File: src/rtl/instr_ctrl_if.sv
// Decoder-to-controller bundle for instr_ctrl_fsm: decoder fields and flag in,
// datapath enables, selects, ALU opcode and state debug out.
interface instr_ctrl_if;
  // Protocol: there is no valid/ready pair. The controller samples opcode,
  // funct3, funct7 and ZF combinationally every cycle. The decoder holds them
  // stable from FETCH until the next FETCH. ZF is already registered by the
  // ALU stage and must be settled in the BEQ cycle.
  logic [6:0] opcode;
  logic [2:0] funct3;
  logic [6:0] funct7;
  logic       ZF;

  logic       PC_Write;
  logic       IR_Write;
  logic       PC0_Write;
  logic       Reg_Write;
  logic       Mem_Write;
  logic       rs2_imm_s;
  logic [1:0] w_data_s;
  logic [1:0] PC_s;
  logic [3:0] ALU_OP;
  logic [3:0] state_dbg;

  modport master (
    input  opcode, funct3, funct7, ZF,
    output PC_Write, IR_Write, PC0_Write, Reg_Write, Mem_Write,
    output rs2_imm_s, w_data_s, PC_s, ALU_OP, state_dbg
  );

  modport slave (
    output opcode, funct3, funct7, ZF,
    input  PC_Write, IR_Write, PC0_Write, Reg_Write, Mem_Write,
    input  rs2_imm_s, w_data_s, PC_s, ALU_OP, state_dbg
  );
endinterface

File: src/rtl/instr_ctrl_fsm.sv
// Multi-cycle Moore controller for the RV32 subset (R/I ALU, LUI, LW, SW, BEQ, JAL).
// Define CTRL_ILLEGAL_TRAP_EN to trap illegal opcodes in ERR; otherwise they run as NOPs.
module instr_ctrl_fsm (
  input  logic clk,
  input  logic rst_n,
  instr_ctrl_if.master bus
);

  typedef enum logic [3:0] {
    S_IDLE     = 4'd0,
    S_FETCH    = 4'd1,
    S_DECODE   = 4'd2,
    S_EXE_R    = 4'd3,
    S_EXE_I    = 4'd4,
    S_WB       = 4'd5,
    S_LUI      = 4'd6,
    S_MEM_ADDR = 4'd7,
    S_LOAD     = 4'd8,
    S_LOAD_WB  = 4'd9,
    S_STORE    = 4'd10,
    S_BEQ      = 4'd11,
    S_JAL      = 4'd12,
    S_ERR      = 4'd15
  } state_t;

  localparam logic [6:0] OP_R      = 7'b0110011;
  localparam logic [6:0] OP_I      = 7'b0010011;
  localparam logic [6:0] OP_LUI    = 7'b0110111;
  localparam logic [6:0] OP_LOAD   = 7'b0000011;
  localparam logic [6:0] OP_STORE  = 7'b0100011;
  localparam logic [6:0] OP_BRANCH = 7'b1100011;
  localparam logic [6:0] OP_JAL    = 7'b1101111;

  localparam logic [1:0] WD_ALU = 2'b00;
  localparam logic [1:0] WD_IMM = 2'b01;
  localparam logic [1:0] WD_MEM = 2'b10;
  localparam logic [1:0] WD_PC  = 2'b11;

  localparam logic [1:0] PCS_SEQ = 2'b00;
  localparam logic [1:0] PCS_REL = 2'b01;

  localparam logic [3:0] ALU_ADD = 4'b0000;
  localparam logic [3:0] ALU_SUB = 4'b1000;

`ifdef CTRL_ILLEGAL_TRAP_EN
  localparam state_t ILLEGAL_NXT = S_ERR;
`else
  localparam state_t ILLEGAL_NXT = S_FETCH;
`endif

  state_t state;
  state_t state_nxt;
  state_t decode_nxt;

  logic       pc_write;
  logic       ir_write;
  logic       pc0_write;
  logic       reg_write;
  logic       mem_write;
  logic       rs2_imm_s;
  logic [1:0] w_data_s;
  logic [1:0] pc_s;
  logic [3:0] alu_op;

  logic       is_srai_srli;
  logic       unused_funct7;

  // Only funct7[5] carries meaning (SUB/SRA); the rest of the field is ignored.
  assign unused_funct7 = ^{bus.funct7[6], bus.funct7[4:0]};
  assign is_srai_srli  = (bus.funct3 == 3'b101);

  // State register; the async reset also zeroes every output, since IDLE drives nothing.
  always_ff @(posedge clk or negedge rst_n) begin
    if (!rst_n) begin
      state <= S_IDLE;
    end else begin
      state <= state_nxt;
    end
  end

  // Opcode dispatch out of DECODE.
  always_comb begin
    decode_nxt = ILLEGAL_NXT;
    case (bus.opcode)
      OP_R:      decode_nxt = S_EXE_R;
      OP_I:      decode_nxt = S_EXE_I;
      OP_LUI:    decode_nxt = S_LUI;
      OP_LOAD:   decode_nxt = S_MEM_ADDR;
      OP_STORE:  decode_nxt = S_MEM_ADDR;
      OP_BRANCH: decode_nxt = (bus.funct3 == 3'b000) ? S_BEQ : ILLEGAL_NXT;
      OP_JAL:    decode_nxt = S_JAL;
      default:   decode_nxt = ILLEGAL_NXT;
    endcase
  end

  always_comb begin
    state_nxt = S_IDLE;
    case (state)
      S_IDLE:     state_nxt = S_FETCH;
      S_FETCH:    state_nxt = S_DECODE;
      S_DECODE:   state_nxt = decode_nxt;
      S_EXE_R:    state_nxt = S_WB;
      S_EXE_I:    state_nxt = S_WB;
      S_WB:       state_nxt = S_FETCH;
      S_LUI:      state_nxt = S_FETCH;
      S_MEM_ADDR: state_nxt = (bus.opcode == OP_LOAD) ? S_LOAD : S_STORE;
      S_LOAD:     state_nxt = S_LOAD_WB;
      S_LOAD_WB:  state_nxt = S_FETCH;
      S_STORE:    state_nxt = S_FETCH;
      S_BEQ:      state_nxt = S_FETCH;
      S_JAL:      state_nxt = S_FETCH;
`ifdef CTRL_ILLEGAL_TRAP_EN
      S_ERR:      state_nxt = S_ERR;
`endif
      default:    state_nxt = S_IDLE;
    endcase
  end

  // Output decode: each write enable is owned by exactly one group of states,
  // so Reg_Write, Mem_Write and IR_Write can never overlap.
  always_comb begin
    pc_write  = 1'b0;
    ir_write  = 1'b0;
    pc0_write = 1'b0;
    reg_write = 1'b0;
    mem_write = 1'b0;
    rs2_imm_s = 1'b0;
    w_data_s  = WD_ALU;
    pc_s      = PCS_SEQ;
    alu_op    = ALU_ADD;
    case (state)
      S_FETCH: begin
        ir_write  = 1'b1;
        pc_write  = 1'b1;
        pc0_write = 1'b1;
        pc_s      = PCS_SEQ;
      end
      S_EXE_R: begin
        alu_op    = {bus.funct7[5], bus.funct3};
        rs2_imm_s = 1'b0;
      end
      S_EXE_I: begin
        // Only shift-right immediates use funct7[5]; ADDI etc. leave it as imm bits.
        alu_op    = {bus.funct7[5] & is_srai_srli, bus.funct3};
        rs2_imm_s = 1'b1;
      end
      S_WB: begin
        reg_write = 1'b1;
        w_data_s  = WD_ALU;
      end
      S_LUI: begin
        reg_write = 1'b1;
        w_data_s  = WD_IMM;
      end
      S_MEM_ADDR: begin
        alu_op    = ALU_ADD;
        rs2_imm_s = 1'b1;
      end
      S_LOAD_WB: begin
        reg_write = 1'b1;
        w_data_s  = WD_MEM;
      end
      S_STORE: begin
        mem_write = 1'b1;
      end
      S_BEQ: begin
        alu_op    = ALU_SUB;
        rs2_imm_s = 1'b0;
        if (bus.ZF) begin
          pc_write = 1'b1;
          pc_s     = PCS_REL;
        end
      end
      S_JAL: begin
        reg_write = 1'b1;
        w_data_s  = WD_PC;
        pc_write  = 1'b1;
        pc_s      = PCS_REL;
      end
      default: begin
        pc_write = 1'b0;
      end
    endcase
  end

  assign bus.PC_Write  = pc_write;
  assign bus.IR_Write  = ir_write;
  assign bus.PC0_Write = pc0_write;
  assign bus.Reg_Write = reg_write;
  assign bus.Mem_Write = mem_write;
  assign bus.rs2_imm_s = rs2_imm_s;
  assign bus.w_data_s  = w_data_s;
  assign bus.PC_s      = pc_s;
  assign bus.ALU_OP    = alu_op;
  assign bus.state_dbg = state;

endmodule

File: src/flat_wrapper.sv
// flat-port wrapper written by rule: the top's interface ports become plain ports
module instr_ctrl_fsm_flat 
  (clk, rst_n, bus_opcode, bus_funct3, bus_funct7, bus_ZF, bus_PC_Write, bus_IR_Write, bus_PC0_Write, bus_Reg_Write, bus_Mem_Write, bus_rs2_imm_s, bus_w_data_s, bus_PC_s, bus_ALU_OP, bus_state_dbg);
  instr_ctrl_if bus_i ();
  input  logic clk;
  input  logic rst_n;
  input wire logic [$bits(bus_i.opcode)-1:0] bus_opcode;
  input wire logic [$bits(bus_i.funct3)-1:0] bus_funct3;
  input wire logic [$bits(bus_i.funct7)-1:0] bus_funct7;
  input wire logic [$bits(bus_i.ZF)-1:0] bus_ZF;
  output wire logic [$bits(bus_i.PC_Write)-1:0] bus_PC_Write;
  output wire logic [$bits(bus_i.IR_Write)-1:0] bus_IR_Write;
  output wire logic [$bits(bus_i.PC0_Write)-1:0] bus_PC0_Write;
  output wire logic [$bits(bus_i.Reg_Write)-1:0] bus_Reg_Write;
  output wire logic [$bits(bus_i.Mem_Write)-1:0] bus_Mem_Write;
  output wire logic [$bits(bus_i.rs2_imm_s)-1:0] bus_rs2_imm_s;
  output wire logic [$bits(bus_i.w_data_s)-1:0] bus_w_data_s;
  output wire logic [$bits(bus_i.PC_s)-1:0] bus_PC_s;
  output wire logic [$bits(bus_i.ALU_OP)-1:0] bus_ALU_OP;
  output wire logic [$bits(bus_i.state_dbg)-1:0] bus_state_dbg;
  assign bus_i.opcode = bus_opcode;
  assign bus_i.funct3 = bus_funct3;
  assign bus_i.funct7 = bus_funct7;
  assign bus_i.ZF = bus_ZF;
  assign bus_PC_Write = bus_i.PC_Write;
  assign bus_IR_Write = bus_i.IR_Write;
  assign bus_PC0_Write = bus_i.PC0_Write;
  assign bus_Reg_Write = bus_i.Reg_Write;
  assign bus_Mem_Write = bus_i.Mem_Write;
  assign bus_rs2_imm_s = bus_i.rs2_imm_s;
  assign bus_w_data_s = bus_i.w_data_s;
  assign bus_PC_s = bus_i.PC_s;
  assign bus_ALU_OP = bus_i.ALU_OP;
  assign bus_state_dbg = bus_i.state_dbg;
  instr_ctrl_fsm u_core (.clk(clk), .rst_n(rst_n), .bus(bus_i));
endmodule
File: config.mk
export PLATFORM = sky130hd
export DESIGN_NAME = instr_ctrl_fsm_flat
export DESIGN_NICKNAME = d
export VERILOG_FILES = /design/src/rtl/instr_ctrl_if.sv /design/src/rtl/instr_ctrl_fsm.sv /design/src/flat_wrapper.sv
export SDC_FILE = /design/constraint.sdc
export NUM_CORES = 1
export LEC_CHECK = 0
export BUFFER_PORTS_ARGS = -buffer_cell sky130_fd_sc_hd__buf_4
export CAP_MARGIN = 40
export CORE_ASPECT_RATIO = 1.1
export CORE_MARGIN = 3
export CORE_UTILIZATION = 30
export DETAILED_ROUTE_END_ITERATION = 8
export GPL_ROUTABILITY_DRIVEN = 1
export GPL_TIMING_DRIVEN = 0
export SLEW_MARGIN = 30
export SYNTH_ARGS = -nofsm -noshare
export SYNTH_HDL_FRONTEND = slang
export SYNTH_SLANG_ARGS = --single-unit
export TNS_END_PERCENT = 5
File: constraint.sdc
create_clock -name clk -period 3.97 [get_ports clk]
set_input_delay 0.5955 -clock clk [delete_from_list [all_inputs] [get_ports clk]]
set_output_delay 0.5955 -clock clk [all_outputs]
set_load 0.01 [all_outputs]
==> results.toml <==
[outcome]
outcome = "complete, no violations"

[clock_tree]
clk_pin_slew_worst_paths_ns = 0.04
htree_levels = 1
cts-hold-fix-buffers = 0
clk-insertion-delay-late_ns = 0.23
cts.sinks = 4
root_buffer = "clkbuf_4"
cts_buffer_depth = 2
cts_setup_buffers = 0
cts_made_buffers = 3
cts_tree = "yes"
post_cts_resized = 0

[routing]
drt_iter0_markers = 9
viasPerCell = 4.96
drc = 0
routed_wl_um = 1480
drtPass1Iterations = 4
routedWlPerCell_um = 11.5
ant_nets = 0
vias = 640

[placement]
place_hpwl_um = 1200
io_buffers = 30
dp.cells = 126
place_congestion = 0.797
placed_area_um2 = 825

[power]
p_total_mw = 0.505
p_leak_nw = 0.402
power.density_nw_per_um2 = 596
ir_drop_mv = 0.340

[global_route]
grt_pass1_vias = 576
grt_max_degree = 11
grt_pass1_wl_um = 2380
grt_overflow_total = 0
grt_use_total_pct = 12.7
grt_antenna_before_repair = 0

[synth]
synth_edf_count = 0
synth.net_count = 98
ys_types = 36
ys_seq_area_share_pct = 17.4
async_flop_share_pct = 100
synth_largest_area_cell = "dfrtp_1"
synth_area_um2 = 577
synth_flop_cell = "dfrtp_1"
avgSynthCellArea_um2 = 7.39
synth.top_cell.area_share_pct = 17.4
ys.warnings.count = 0
yosys-top-cells-area = "dfrtp_1 (17%), nand2_1 (4.6%), a21oi_1 (4.3%)"
synthCells = 78
ys_seq_elements = 4

[setup_path]
critPathMaxFanout = 10
end_kind = "output port"
crit_type = "reg2out"
cp.required_ns = 3.37
arrival_ns = 1.67
critPathLaunchType = "register"

[cells_and_area]
fin_nets = 133
layout-drive-gt1-share_pct = 41.4
final_cell_mix = "buf_4 (33), nand2_1 (7), nor2_1 (6)"
final_cells = 129
largest_reg_flops = 4
diodes = 0
layout.area.seq_um2 = 100
stdcell_area_um2 = 847
multi_input_area_um2 = 432
nFillCells = 192
final_common_cell = "buf_4"
area_delta_synth_final_pct = 46.9

[timing]
clock.fmax_mhz = 441
drv_slew = 0
finClkSkew_ns = 0.00380
worst_pin_slew_ns = 0.500
finalSetupTns_ns = 0
finalHoldViolCount = 0
rsz0062_at_grt = "false"
slew_headroom_pct = 66.2
fin_crit_sh_pct = 57.1
setup_viol = 0
finalCriticalPeriod_ns = 2.27

[floorplanning]
die_h_um = 52.0
fp.coreArea_um2 = 1800
dieWidth_um = 47.8
num_rows = 16
die_area_um2 = 2490
ioPinCount = 38
start_util_pct = 32.0

[flow_run]
cap_viol_max_count = 0

[min_path]
min_path_type = "in2async"
## final timing paths
| path | cells after the start | startpoint | end | slack, ns |
|---|---|---|---|---|
| worst max-delay path | 6 | u_core.bus.state_dbg[1] | bus_ALU_OP[2] | 1.70 |
| worst min-delay path | 1 | rst_n | u_core.bus.state_dbg[1] | 0.15 |
| worst max register to register | 4 | u_core.bus.state_dbg[0] | u_core.bus.state_dbg[3] | 2.52 |
| worst min register to register | 3 | u_core.bus.state_dbg[2] | u_core.bus.state_dbg[1] | 0.72 |
| max in group asynchronous | 1 | rst_n | u_core.bus.state_dbg[2] | 3.72 |
| min in group clk | 3 | bus_opcode[5] | u_core.bus.state_dbg[1] | 0.69 |
## worst max-delay path, stage by stage (launching register included)
cell	delay [ns]
dfrtp_1	0.40
buf_4	0.20
nand2_1	0.09
or2_1	0.26
a21oi_2	0.23
and2_1	0.16
buf_4	0.11
## metrics by stage
step | hold WS, ns | worst slack (ns) | util, %
global placement | 0.390 | 1.95 | 45.8
floorplan | 0.300 | 2.06 | -
detailed placement | 0.394 | 1.94 | 45.8
finish | 0.151 | 1.70 | 47.0
global route | 0.143 | 1.57 | 47.0
CTS | 0.147 | 1.69 | 47.0
## area by class of cell
type / instances / share of cell area, %
multi-input combinational: 66 / 51.0
timing repair buffer: 30 / 26.6
sequential: 4 / 11.8
buffer: 6 / 4.43
clock buffer: 3 / 2.66
tap: 18 / 2.66
inverter: 2 / 0.886
## power breakdown
part | total (mW) | switching (mW) | internal (mW)
sequential | 0.0778 | 0.0205 | 0.0573
combinational | 0.378 | 0.184 | 0.194
clock | 0.0491 | 0.0154 | 0.0337
## kinds of logic (layout without fill, tap and decap cells)
group	count (synthesis)	in the layout	synth area share [%]
mux	1	1	1.95
other cells	1	1	0.650
compound gates	21	21	23.4
simple gates	40	40	43.8
fa+ha+maj	1	1	1.95
buf+inv	8	41	7.81
xor+xnor	2	2	3.04
flops	4	4	17.4
## layer usage
layer  wire [µm]  global-route usage (%)
met1         724                    18.3
met2         678                    19.4
met3          78                    4.15
met4           0                       0
met5           0                       0
## Yosys cell counts (2+ instances only)
cell,n
nand2_1,7
nor2_1,6
a21oi_1,5
and2_1,4
dfrtp_1,4
nand2b_1,4
a21o_1,3
buf_2,3
buf_4,3
nand3_1,3
nor3_1,3
o21ai_0,3
o21ai_1,3
inv_1,2
nor3b_1,2
or2_1,2
xnor2_1,2
Power figures use the tool's default switching activity.
